## src/rtl/opl3_reg_write_queue.sv

```systemverilog
// ---------------------------------------------------------------------------
// opl3_reg_write_queue
//
// This is the host-side front end for the OPL3 register file. The host first
// writes a register address and then the register data. Each completed
// (address, data) pair goes into a small FIFO. The FIFO drains into the write
// port of the register-file RAM, at most one entry per cycle, and only while
// the sample pipeline grants a write window.
//
// Ports:
//   clk             system clock; all state changes on the rising edge
//   reset           asynchronous, active-high reset
//   wr              host write strobe; each asserted cycle is one write
//   a[1:0]          a[0]: 0 = address latch, 1 = data; a[1]: register bank
//   din             host write data
//   write_window    a RAM write is allowed on the next cycle
//   clear_overflow  clears the sticky overflow flag
//   busy            FIFO full (registered)
//   overflow        sticky; a data write was dropped because the FIFO was full
//   ram_we          RAM write enable (wea)
//   ram_addr        RAM write address (addra), {bank, register index}
//   ram_din         RAM write data (dia)
// ---------------------------------------------------------------------------
module opl3_reg_write_queue #(
    parameter int FIFO_DEPTH     = 4,
    parameter int REG_ADDR_WIDTH = 9,
    parameter int REG_DATA_WIDTH = 8
) (
    input  logic                      clk,
    input  logic                      reset,
    input  logic                      wr,
    input  logic [1:0]                a,
    input  logic [REG_DATA_WIDTH-1:0] din,
    input  logic                      write_window,
    input  logic                      clear_overflow,
    output logic                      busy,
    output logic                      overflow,
    output logic                      ram_we,
    output logic [REG_ADDR_WIDTH-1:0] ram_addr,
    output logic [REG_DATA_WIDTH-1:0] ram_din
);

    localparam int PW = $clog2(FIFO_DEPTH);
    localparam int CW = $clog2(FIFO_DEPTH + 1);
    localparam int EW = REG_ADDR_WIDTH + REG_DATA_WIDTH;
    localparam logic [CW-1:0] DEPTH_C = CW'(FIFO_DEPTH);

    // Each FIFO entry is stored as {address, data}.
    logic [EW-1:0]             mem_q [FIFO_DEPTH];

    logic [REG_ADDR_WIDTH-1:0] addr_latch_q, addr_latch_d;
    logic [PW-1:0]             rd_ptr_q, rd_ptr_d;
    logic [PW-1:0]             wr_ptr_q, wr_ptr_d;
    logic [CW-1:0]             count_q, count_d;
    logic                      busy_q, busy_d;
    logic                      overflow_q, overflow_d;
    logic                      ram_we_q, ram_we_d;
    logic [REG_ADDR_WIDTH-1:0] ram_addr_q, ram_addr_d;
    logic [REG_DATA_WIDTH-1:0] ram_din_q, ram_din_d;

    logic pop;
    logic push_req;
    logic push_ok;
    logic drop;

    // The pop check uses the count before the edge. A pair pushed into an
    // empty FIFO therefore always waits at least one cycle before it drains.
    assign pop      = (count_q != '0) && write_window;
    assign push_req = wr && a[0];
    // A full FIFO still accepts a push when a pop frees a slot on the same edge.
    assign push_ok  = push_req && ((count_q < DEPTH_C) || pop);
    assign drop     = push_req && !push_ok;

    always_comb begin
        addr_latch_d = addr_latch_q;
        rd_ptr_d     = rd_ptr_q;
        wr_ptr_d     = wr_ptr_q;
        count_d      = count_q;
        overflow_d   = overflow_q;
        ram_we_d     = 1'b0;
        ram_addr_d   = ram_addr_q;
        ram_din_d    = ram_din_q;

        // The latch is never cleared, so repeated data writes reuse the last
        // address written.
        if (wr && !a[0]) begin
            addr_latch_d = {a[1], din[REG_ADDR_WIDTH-2:0]};
        end

        if (push_ok) begin
            wr_ptr_d = wr_ptr_q + 1'b1;
        end

        if (pop) begin
            ram_we_d   = 1'b1;
            ram_addr_d = mem_q[rd_ptr_q][EW-1:REG_DATA_WIDTH];
            ram_din_d  = mem_q[rd_ptr_q][REG_DATA_WIDTH-1:0];
            rd_ptr_d   = rd_ptr_q + 1'b1;
        end

        count_d = count_q + {{(CW-1){1'b0}}, push_ok} - {{(CW-1){1'b0}}, pop};

        // If a clear and a new drop happen on the same edge, the drop wins.
        if (drop) begin
            overflow_d = 1'b1;
        end else if (clear_overflow) begin
            overflow_d = 1'b0;
        end

        busy_d = (count_d == DEPTH_C);
    end

    always_ff @(posedge clk or posedge reset) begin
        if (reset) begin
            addr_latch_q <= '0;
            rd_ptr_q     <= '0;
            wr_ptr_q     <= '0;
            count_q      <= '0;
            busy_q       <= 1'b0;
            overflow_q   <= 1'b0;
            ram_we_q     <= 1'b0;
            ram_addr_q   <= '0;
            ram_din_q    <= '0;
        end else begin
            addr_latch_q <= addr_latch_d;
            rd_ptr_q     <= rd_ptr_d;
            wr_ptr_q     <= wr_ptr_d;
            count_q      <= count_d;
            busy_q       <= busy_d;
            overflow_q   <= overflow_d;
            ram_we_q     <= ram_we_d;
            ram_addr_q   <= ram_addr_d;
            ram_din_q    <= ram_din_d;
        end
    end

    // Storage needs no reset. Stale entries can never be read because the
    // count and the pointers are reset.
    always_ff @(posedge clk) begin
        if (push_ok) begin
            mem_q[wr_ptr_q] <= {addr_latch_q, din};
        end
    end

    assign busy     = busy_q;
    assign overflow = overflow_q;
    assign ram_we   = ram_we_q;
    assign ram_addr = ram_addr_q;
    assign ram_din  = ram_din_q;

endmodule
```

## config.mk

```make
export PLATFORM = sky130hd
export DESIGN_NAME = opl3_reg_write_queue
export DESIGN_NICKNAME = d
export VERILOG_FILES = /design/src/rtl/opl3_reg_write_queue.sv
export SDC_FILE = /design/constraint.sdc
export NUM_CORES = 1
export LEC_CHECK = 0
export ABC_AREA = 1
export BUFFER_PORTS_ARGS = -buffer_cell sky130_fd_sc_hd__buf_2
export CORE_MARGIN = 8
export CORE_UTILIZATION = 35
export DETAILED_ROUTE_END_ITERATION = 16
export GPL_ROUTABILITY_DRIVEN = 0
export GPL_TIMING_DRIVEN = 1
export REMOVE_ABC_BUFFERS = 1
export SLEW_MARGIN = 20
export SYNTH_ARGS = -nofsm -noshare
export SYNTH_HDL_FRONTEND = slang
export SYNTH_SLANG_ARGS = --single-unit
```

## constraint.sdc

```tcl
create_clock -name clk -period 3.52 [get_ports clk]
set_input_delay 0.352 -clock clk [delete_from_list [all_inputs] [get_ports clk]]
set_output_delay 0.352 -clock clk [all_outputs]
set_load 0.01 [all_outputs]
```

==> out/metrics.yaml <==
outcome:
  outcome: "completed"
logic_synthesis:
  synth_warnings: 0
  synth_edf_count: 68
  yosys-top-cells-area: "edfxtp_1 (46%), dfrtp_1 (20%), nand2_1 (14%), inv_1 (7.0%), nand3_1 (4.9%)"
  netlist_instances: 435
  synth_cell_types: 24
  yosys.area.top_type: "edfxtp_1"
  yosysMostFrequentCell: "nand2_1"
  syn_area_per_cell_um2: 10.2
  ys_seq_area_frac: 0.666
  ys_seq_elements: 104
  ys.flop_type: "edfxtp_1"
  synth_top_cell_area_share: 0.462
  yosys-top-cells-count: "nand2_1 (163), inv_1 (82), edfxtp_1 (68)"
  async_reset_ff_frac: 0.346
  synthesis.area_um2: 4420
setup_path:
  cp_common_cell: "ha_1"
  path_cells: "nor2_1 -> nand2_1 -> nand2_2 -> buf_4 -> inv_4 -> ha_1 -> inv_1 -> ha_1 -> fa_1 -> or2_2 -> a21oi_1"
  ff2ff_path_depth: 11
  critPathTopFamily: "adder cells"
  path_buf_inv: 3
  cp.required_ns: 3.78
  max_stage_delay_ns: 0.46
  cp-endpoint: "busy"
  r2r_slack_ns: 0.94
  cp_num_cells: 11
  crit_arrival_ns: 2.84
  worst_r2r_endpoint: "busy"
  worst_setup_path_start_kind: "register"
  startpoint: "count_q[2]"
  critPathKind: "register to register"
  path_max_fanout: 21
  r2r-start: "count_q[2]"
  crit_path_top_delay_cell: "fa_1"
  endpoint_kind: "register"
clock_tree:
  h-tree-depth: 3
  clk-insertion-delay-late_ns: 0.33
  cts.repair.resized: 0
  holdBufCountCts: 0
  cts.sinks: 104
  cts_buffers: 9
  cts_tree: "yes"
  cts_buffer_depth: 2
  clkSlewWorstSetupHoldPaths_ns: 0.07
  cts_setup_buffers: 0
  ctsRootBufferMaster: "clkbuf_16"
floorplan:
  core-area_um2: 12500
  dieArea_um2: 16500
  chipHeight_um: 128
  fp-row-count: 41
  pin_count: 35
  fp.dieW_um: 128
  start_util: 0.355
global_routing:
  grt_pass1_vias: 2877
  grt_max_degree: 36
  grt_pass1_wl_mm: 15.2
  grt-ovfl-total: 0
  grt_usage: 0.118
  antenna_found_initial: 0
timing:
  slew_headroom: 0.362
  final_hold_viol_count: 0
  finalClockSkew_ns: 0.00576
  setup_tns_ns: 0
  slew_viol_final: 0
  setup_viol: 0
  grt_setup_unrepaired: "false"
  tightest_slew_ns: 0.951
  fmax_ghz: 0.388
  period_share: 0.732
  final.min_clock_period_ns: 2.58
detailed_routing:
  ant_nets: 0
  via_count: 2765
  post_drt_wl_per_cell_um: 13.5
  routed_wl_mm: 8.76
  post_drt_via_cell_ratio: 4.25
  drc: 0
  drt_pass1_iterations: 5
  drtIter0Drc: 217
layout:
  syn_to_final_growth_pct: 14.9
  drive_above_1_share: 0.136
  n_fill_cell: 1201
  fin_area_um2: 5080
  nets: 496
  antennaDiodeCount: 0
placed_design:
  io_buffers: 34
  dpl_cell_area_um2: 4740
  hpwlAfterDp_mm: 5.58
power_and_ir_drop:
  leakage_nw: 2.47
  peakVddDrop_mv: 0.276
  p_per_area_nw_per_um2: 770
run:
  maxCapViolations: 0
min_path:
  hold_path.class: "input port to asynchronous set/reset pin"
## power by group
part / switching, mW / internal, mW / total (mW)
combinational: 0.728 / 0.381 / 1.11
sequential: 0.136 / 1.55 / 1.69
clock: 0.426 / 0.690 / 1.12
total: 1.29 / 2.62 / 3.91
## how the worst min path moves through the flow
stage | from | endpoint | slack [ns] | cells past startpoint
3_5_place_dp | ram_addr[3] | ram_addr[3] | 0.46 | 2
5_1_grt | reset | ram_addr[3] | 0.16 | 2
6_report | reset | count_q[2] | 0.11 | 2
2_1_floorplan | din[0] | mem_q[0][0] | 0.45 | 0
3_3_place_gp | ram_addr[3] | ram_addr[3] | 0.46 | 2
4_1_cts | clear_overflow | overflow | 0.19 | 2
## routing by layer
metal / routed length (um) / up-vias / track usage
li1: - / 1417 / -
met5: 0 / - / 0
met3: 413 / 2 / 0.0310
met1: 4040 / 1293 / 0.154
met4: 46 / 0 / 0.0343
met2: 4260 / 53 / 0.189
## flip-flops by register name, indices dropped and copies added, names as in the netlist
register	cells
count_q	3
wr_ptr_q	2
ram_addr	9
ram_din	8
ram_we	1
mem_q	68
overflow	1
rd_ptr_q	2
busy	1
addr_latch_q	9
## stage by stage
stage | hold WS, ns | cells | power (mW) | worst slack [ns] | utilization
2_1_floorplan | 0.451 | 421 | 2.41 | 1.23 | -
3_3_place_gp | 0.464 | 635 | 2.80 | 1.02 | 0.381
3_5_place_dp | 0.462 | 635 | 2.85 | 0.946 | 0.381
4_1_cts | 0.193 | 651 | 3.97 | 0.915 | 0.408
5_1_grt | 0.158 | 651 | 4.22 | 0.766 | 0.408
6_report | 0.111 | 651 | 3.91 | 0.942 | 0.408
## final cells by class
| type | instances | area (um2) | area share |
|---|---|---|---|
| Tap cell | 172 | 215 | 0.0424 |
| Sequential cell | 104 | 2940 | 0.579 |
| Inverter | 86 | 328 | 0.0645 |
| Clock inverter | 7 | 110 | 0.0217 |
| Timing Repair Buffer | 42 | 230 | 0.0453 |
| Multi-Input combinational cell | 231 | 1030 | 0.202 |
| Clock buffer | 9 | 225 | 0.0443 |
## cells in the final DEF (no fill, tap or decap), drive strengths merged, types with 2 or more instances in the layout
| master | n |
|---|---|
| nor2 | 6 |
| clkinv | 6 |
| xor2 | 2 |
| inv | 84 |
| nand3 | 44 |
| buf | 42 |
| clkbuf | 9 |
| edfxtp | 68 |
| nand2 | 165 |
| bufinv | 3 |
| dfrtp | 36 |
| ha | 6 |
| a21oi | 2 |
## kinds of logic (layout without fill, tap and decap cells)
kind of cell             Yosys count  in the layout  share of synthesized area
AO/OA/AOI/OAI                      4              4                    0.00481
adder cells (fa/ha/maj)            7              7                     0.0215
buffers and inverters            100            144                      0.101
AND/OR/NAND/NOR                  217            217                      0.200
flip-flops                       104            104                      0.666
XOR/XNOR                           3              3                    0.00595
Note: power is estimated with default switching activity, not from simulation.
